==> src/rtl/exe_unit_wb_arbiter.sv <==
// exe_unit_wb_arbiter: merges execute-unit results into the EX/MEM entry.
// Fixed priority with aging into a round-robin starved class; one output register.
module exe_unit_wb_arbiter #(
  parameter int NUM_REQ  = 10,
  parameter int DATA_W   = 152,
  parameter int MAX_WAIT = 8
) (
  input  logic                      clk,
  input  logic                      reset,
  input  logic [NUM_REQ-1:0]        req_valid,
  input  logic [NUM_REQ*DATA_W-1:0] req_data,
  output logic [NUM_REQ-1:0]        req_ready,
  output logic                      out_valid,
  output logic [DATA_W-1:0]         out_data,
  output logic [3:0]                out_unit,
  input  logic                      out_ready,
  output logic [NUM_REQ-1:0]        starved
);

  localparam int CNT_W = (MAX_WAIT < 1) ? 1 : $clog2(MAX_WAIT + 1);
  localparam int IDX_W = (NUM_REQ < 2) ? 1 : $clog2(NUM_REQ);
  localparam logic [CNT_W-1:0] CNT_MAX  = CNT_W'(MAX_WAIT);
  localparam logic [IDX_W-1:0] IDX_LAST = IDX_W'(NUM_REQ - 1);

  logic               out_valid_q, out_valid_d;
  logic [DATA_W-1:0]  out_data_q, out_data_d;
  logic [3:0]         out_unit_q, out_unit_d;
  logic [IDX_W-1:0]   rr_ptr_q, rr_ptr_d;
  logic [NUM_REQ-1:0] starved_q, starved_d;
  logic [CNT_W-1:0]   wait_cnt_q [NUM_REQ];
  logic [CNT_W-1:0]   wait_cnt_d [NUM_REQ];

  logic               accept;
  logic               win_found;
  logic               win_aged;
  logic               grant;
  logic [IDX_W-1:0]   win_idx;
  logic [IDX_W-1:0]   scan_idx;
  logic [NUM_REQ-1:0] aged;
  logic [NUM_REQ-1:0] grant_vec;
  logic [DATA_W-1:0]  win_data;

  always_comb begin
    accept    = ~out_valid_q | out_ready;
    win_found = 1'b0;
    win_aged  = 1'b0;
    win_idx   = '0;
    scan_idx  = rr_ptr_q;
    for (int i = 0; i < NUM_REQ; i++)
      aged[i] = req_valid[i] && (wait_cnt_q[i] >= CNT_MAX);
    // aged requesters share a rotating pointer; otherwise lowest index wins
    if (|aged) begin
      for (int k = 0; k < NUM_REQ; k++) begin
        if (!win_found && aged[scan_idx]) begin
          win_found = 1'b1;
          win_aged  = 1'b1;
          win_idx   = scan_idx;
        end
        scan_idx = (scan_idx == IDX_LAST) ? '0 : scan_idx + 1'b1;
      end
    end else begin
      for (int i = NUM_REQ - 1; i >= 0; i--) begin
        if (req_valid[i]) begin
          win_found = 1'b1;
          win_idx   = IDX_W'(i);
        end
      end
    end
    grant     = accept & win_found & ~reset;
    grant_vec = '0;
    win_data  = '0;
    for (int i = 0; i < NUM_REQ; i++) begin
      if (win_idx == IDX_W'(i)) begin
        grant_vec[i] = grant;
        win_data     = req_data[i*DATA_W +: DATA_W];
      end
    end
  end

  always_comb begin
    out_valid_d = out_valid_q;
    out_data_d  = out_data_q;
    out_unit_d  = out_unit_q;
    rr_ptr_d    = rr_ptr_q;
    starved_d   = aged;
    if (accept) begin
      out_valid_d = win_found;
      if (win_found) begin
        out_data_d = win_data;
        out_unit_d = 4'(win_idx);
      end
    end
    if (grant && win_aged)
      rr_ptr_d = (win_idx == IDX_LAST) ? '0 : win_idx + 1'b1;
    for (int i = 0; i < NUM_REQ; i++) begin
      if (!req_valid[i] || grant_vec[i])
        wait_cnt_d[i] = '0;
      else if (wait_cnt_q[i] >= CNT_MAX)
        wait_cnt_d[i] = CNT_MAX;
      else
        wait_cnt_d[i] = wait_cnt_q[i] + 1'b1;
    end
  end

  always_ff @(posedge clk) begin
    if (reset) begin
      out_valid_q <= 1'b0;
      out_data_q  <= '0;
      out_unit_q  <= 4'd7;
      rr_ptr_q    <= '0;
      starved_q   <= '0;
      for (int i = 0; i < NUM_REQ; i++)
        wait_cnt_q[i] <= '0;
    end else begin
      out_valid_q <= out_valid_d;
      out_data_q  <= out_data_d;
      out_unit_q  <= out_unit_d;
      rr_ptr_q    <= rr_ptr_d;
      starved_q   <= starved_d;
      for (int i = 0; i < NUM_REQ; i++)
        wait_cnt_q[i] <= wait_cnt_d[i];
    end
  end

  assign req_ready = grant_vec;
  assign out_valid = out_valid_q;
  assign out_data  = out_data_q;
  assign out_unit  = out_unit_q;
  assign starved   = starved_q;

endmodule

==> config.mk <==
export PLATFORM = sky130hd
export DESIGN_NAME = exe_unit_wb_arbiter
export DESIGN_NICKNAME = d
export VERILOG_FILES = /design/src/rtl/exe_unit_wb_arbiter.sv
export SDC_FILE = /design/constraint.sdc
export NUM_CORES = 1
export LEC_CHECK = 0
export CORE_AREA = 3 3 666 668
export DETAILED_ROUTE_END_ITERATION = 8
export DIE_AREA = 0 0 669 671
export PLACE_DENSITY = 0.3
export SYNTH_ARGS = -nofsm -noshare
export SYNTH_HDL_FRONTEND = slang
export SYNTH_SLANG_ARGS = --single-unit
==> constraint.sdc <==
create_clock -name clk -period 26.3 [get_ports clk]
set_input_delay 5.26 -clock clk [delete_from_list [all_inputs] [get_ports clk]]
set_output_delay 5.26 -clock clk [all_outputs]
set_load 0.05 [all_outputs]
# == Word level (Yosys, flattened, before mapping) ==
# Memory sizes are Yosys's and may differ from the RTL's.
# Cells that the tools add are included.
# totals
mem_count,1
out_inout_bits,177
reg_bits,171
ramBits,40
# memory_table
memory,words,word_bits,read_ports,rd_ports_with_merged_regs,wr,line_no,rtl
wait_cnt_q,10,4,10,0,10,30,logic [CNT_W-1:0] wait_cnt_q [NUM_REQ];
# op_classes
order_cmp,20
n_bitwise,15
eq_ne,18
mux,144
n_reduce_logical,52
add_sub_neg,20
# op_table
cell,count
152-bit two-way mux,10
4-bit two-way mux,61
4-bit by 1-bit adder with 4-bit output (second input constant),20
1-bit two-way mux,63
4-bit by 5-bit < comparator with 1-bit output (second input constant),10
4-bit equality test (second input constant),11
1-bit binary-select mux with 4-bit select,10
4-bit >= comparator (second input constant),10
1-bit logical AND,20
1-bit logical NOT,19
4-bit by 3-bit equality test with 1-bit output (second input constant),4
1-bit bitwise OR,11
1-bit logical OR,10
10-bit OR reduction,1
4-bit by 2-bit equality test with 1-bit output (second input constant),2
4-bit by 1-bit equality test with 1-bit output (second input constant),1
4-bit logical NOT,1
1-bit bitwise AND,2
1-bit NOT,2
2-bit AND reduction,1

# == Depth between registers and ports, before layout ==
# logic_depth
depth_word,53
ltp_mapped,42
mapped_depth_nobuf,34

# == Worst setup path before layout ==
# No wires, ideal clock.
# synth_path
path_kind,input to output
from,input req_valid[3]
to,output req_ready[6]
setup_slack_ns,11.001
path_stages,16
arrival_ns,10.039
n_path_buf,3
cell_sequence,clkbuf_1 -> nand3_1 -> o21ai_0 -> mux4_2 -> o21ai_0 -> nand2_1 -> nor3_1 -> nand2_1 -> or2_1 -> buf_1 -> or3_1 -> or4b_1 -> o22ai_1 -> o21ai_1 -> clkbuf_1 -> nor3_1
# synth_between
elab_chain_cells,44
elab_cells_between_ends,83
cone_classes,eq/ne (1); mux (60); bitwise (2); reduce/logical (20)
# synth_rtl
element,line_no,rtl
"start, declared",10,"input logic [NUM_REQ-1:0] req_valid,"
1-bit logical AND,50,aged[i] = req_valid[i] && (wait_cnt_q[i] >= CNT_MAX);
1-bit binary-select mux with 4-bit select,54,if (!win_found && aged[scan_idx]) begin
1-bit two-way mux (not written as such),54,
1-bit two-way mux,54,
1-bit two-way mux,52,if (|aged) begin
1-bit logical NOT,54,
1-bit logical AND,54,
1-bit two-way mux,54,
[27 not listed],-,
1-bit two-way mux,54,
1-bit two-way mux,52,
1-bit logical NOT,54,
1-bit logical AND,54,
1-bit two-way mux,54,
1-bit two-way mux,52,
1-bit bitwise AND (2 in series),69,grant = accept & win_found & ~reset;
1-bit two-way mux *,73,if (win_idx == IDX_W'(i)) begin
"end, declared",12,"output logic [NUM_REQ-1:0] req_ready,"
# Mark *: on every way between the ends. The rest lies on a longest branch, timed or not. The select of a mux whose other input is x is not followed.

# == Final worst setup path ==
# layout_path
from,input req_valid[5]
to,output req_ready[7]
# Same word-level chain as after synthesis.

==> impl_metrics.py <==
metrics = {
    "sta": {
        "drv_slew": 0,
        "maxSlewHeadroom": 0.1119,
        "fmaxAchievable_mhz": 54.51,
        "clock_skew_ns": 0.08126,
        "setup_viol": 0,
        "tns_ns": 0,
        "tightestPinTransition_ns": 1.318,
        "fin_crit_ns": 18.35,
        "hold_violations": 0,
        "rsz0062_at_grt": "no",
        "timing.final.crit_share": 0.6976,
    },
    "cts": {
        "cts_buffer_depth": 3,
        "cts_tree": "yes",
        "cts_max_level": 2,
        "cts.sink_count": 211,
        "root_buffer": "clkbuf_16",
        "post_cts_hold_buffer_count": 0,
        "post_cts_buffers": 0,
        "clk_latency_ns": 0.73,
        "clk_pin_slew_worst_paths_ns": 0.05,
        "cts_resized": 0,
        "cts_buffers": 39,
    },
    "placed_design": {
        "io_buffer_count": 1709,
        "gp_congestion": 0.9132,
        "hpwl_um": 361700,
    },
    "setup_path": {
        "rr_startpoint": "rr_ptr_q[1]$_SDFFE_PP0P_",
        "cp.required_ns": 21.04,
        "cp-startpoint": "req_valid[5]",
        "critPathKind": "in -> out",
        "path_max_fanout": 47,
        "startpoint_type": "primary input",
        "end_kind": "output port",
        "arrival_ns": 13.09,
    },
    "yosys": {
        "ys_warn_count": 0,
        "synth_top_area_frac": 0.1948,
        "synth.cell_area_sq_um": 21690,
        "syn_area_per_cell_sq_um": 6.969,
        "ys_seq_area_frac": 0.1948,
        "ys_seq_elements": 211,
        "ys_types": 100,
        "syn_nets": 4683,
        "synth_flop_cell": "dfxtp_1",
        "ys_async_sr_fraction": 0,
        "synth.area.top_cells": "dfxtp_1, nand2_1, a21oi_1",
        "yosys.area.top_type": "dfxtp_1",
        "synthCells": 3112,
        "synth_edf_count": 0,
    },
    "cells_and_area": {
        "drive_above_1_share": 0.05533,
        "final_cell_mix": "clkdlybuf4s50_1, nand2_1, a21oi_1",
        "synthToLayoutAreaGrowth_pct": 118.9,
        "final_common_cell": "clkdlybuf4s50_1",
        "num-nets-final": 6204,
    },
    "outcome": {
        "failed_checks": "antenna rules",
        "outcome": "finished with violations",
    },
    "floorplanning": {
        "die_w_um": 669,
        "initial_core_util": 0.04953,
        "die_area_sq_um": 448900,
        "row_count": 243,
        "die_y_um": 671,
        "ioPinCount": 1710,
        "coreArea_sq_um": 437800,
    },
    "detailed_routing": {
        "maxUsedRoutingLayer": "met5",
        "drt_wl_total_um": 410100,
        "wl_met2_um": 196400,
        "drc_errors": 0,
        "routed_via_density": 3.465,
        "ant_nets": 4,
        "dr.pass1.iters": 5,
        "dr_total_vias": 36440,
        "drt_iter0_markers": 3552,
        "routedLengthMet1_um": 155700,
        "routedWlPerCell_um": 39.00,
        "wl_met3_um": 48210,
    },
    "run": {
        "maxCapViolations": 0,
    },
    "global_route": {
        "grt_pass1_vias": 35430,
        "antenna_found_initial": 397,
        "gr-total-overflow": 0,
        "grt_pass1_wl_um": 488200,
        "track_usage": 0.1744,
        "grt_max_degree": 97,
    },
    "hold_path": {
        "hold_class": "reg -> reg",
        "min_from": "wait_cnt_q[9][0]$_SDFF_PP0_",
    },
}
## layer usage
layer  vias up  GRT usage
li1      15130          -
met3       660    0.08213
met5         -          0
met4       224    0.02542
met2      2309     0.3019
met1     18110     0.1970
## synth_stat cells (all sizes together) (11+ instances only)
| master | instances |
|---|---|
| a22o | 49 |
| nor4b | 17 |
| clkbuf | 208 |
| a2bb2oi | 21 |
| nor4 | 24 |
| a32o | 61 |
| ha | 38 |
| o31a | 18 |
| buf | 113 |
| xnor2 | 15 |
| dfxtp | 211 |
| nor3 | 71 |
| nand2 | 472 |
| inv | 52 |
| o22ai | 141 |
| nor2 | 246 |
| o21ai | 294 |
| a31oi | 37 |
| or3 | 26 |
| a22oi | 124 |
| a21oi | 252 |
| and3 | 11 |
| a221o | 14 |
| o221ai | 64 |
| o211ai | 32 |
| mux4 | 19 |
| o2bb2ai | 78 |
| nand2b | 23 |
| mux2i | 95 |
| a222oi | 16 |
| nand3 | 47 |
| a221oi | 56 |
| a211oi | 15 |
| o21a | 11 |
## per-stage QoR
stage	hold slack (ns)	std cells	util	instance area (sq um)	setup slack, ns
floorplan	0.4295	3112	-	21690	11.00
global placement	0.4372	10350	0.1044	45720	8.061
detailed placement	0.4508	10350	0.1046	45790	7.977
CTS	0.4621	10420	0.1079	47230	7.952
global route	0.4835	10440	0.1080	47280	7.537
finish	0.4609	10510	0.1084	47470	7.953
## cells by family (layout without fill, tap and decap cells)
family                   count (synthesis)  count (layout)  share of synthesized area
buffers and inverters                  373            1924                    0.07044
other                                    0              94                          0
AND/OR/NAND/NOR                        987             987                     0.2034
flip-flops                             211             211                     0.1948
adder cells (fa/ha/maj)                 38              38                    0.02192
XOR/XNOR                                19              19                   0.009000
AO/OA/AOI/OAI                         1361            1361                     0.4322
multiplexers                           123             123                    0.06825
## critical path, cell delays in order
cell and delay (ns):
clkdlybuf4s50_1 0.59, nand3_1 0.16, o21ai_0 0.43, mux4_2 0.66
o21ai_0 0.57, nand2_1 0.25, nor3_1 0.41, nand2_1 0.13
or2_1 0.36, or3_1 0.48, or4b_1 0.56, o22a_1 0.33
nand2_8 0.44, nand3_2 0.87, nor2_1 0.53, clkdlybuf4s50_1 0.93
## worst paths after layout
kind,to,slack (ns),cells after the start
max reg2reg,out_data[27]$_SDFFE_PP0P_,13.09,32
min reg2reg,wait_cnt_q[9][0]$_SDFF_PP0_,0.46,1
min,wait_cnt_q[9][0]$_SDFF_PP0_,0.46,1
max,req_ready[7],7.95,16
## sequential cells by signal, summed over array words and instances, names as in the netlist
signal      count
rr_ptr_q        4
out_data      152
wait_cnt_q     40
out_valid       1
starved        10
out_unit        4
## cell type report
type | count | area, sq um
antenna | 94 | 235.2
multi-input combinational | 2528 | 16260
inverter | 52 | 200.2
clock inverter | 21 | 376.6
fill | 50860 | 390400
timing repair buffer | 1801 | 17910
sequential | 211 | 4224
tap | 5757 | 7203
clock buffer | 50 | 1067
Power is left out: the tool's default activity adds up to more than one toggle a clock period on the data nets, which glitch-free logic cannot reach.
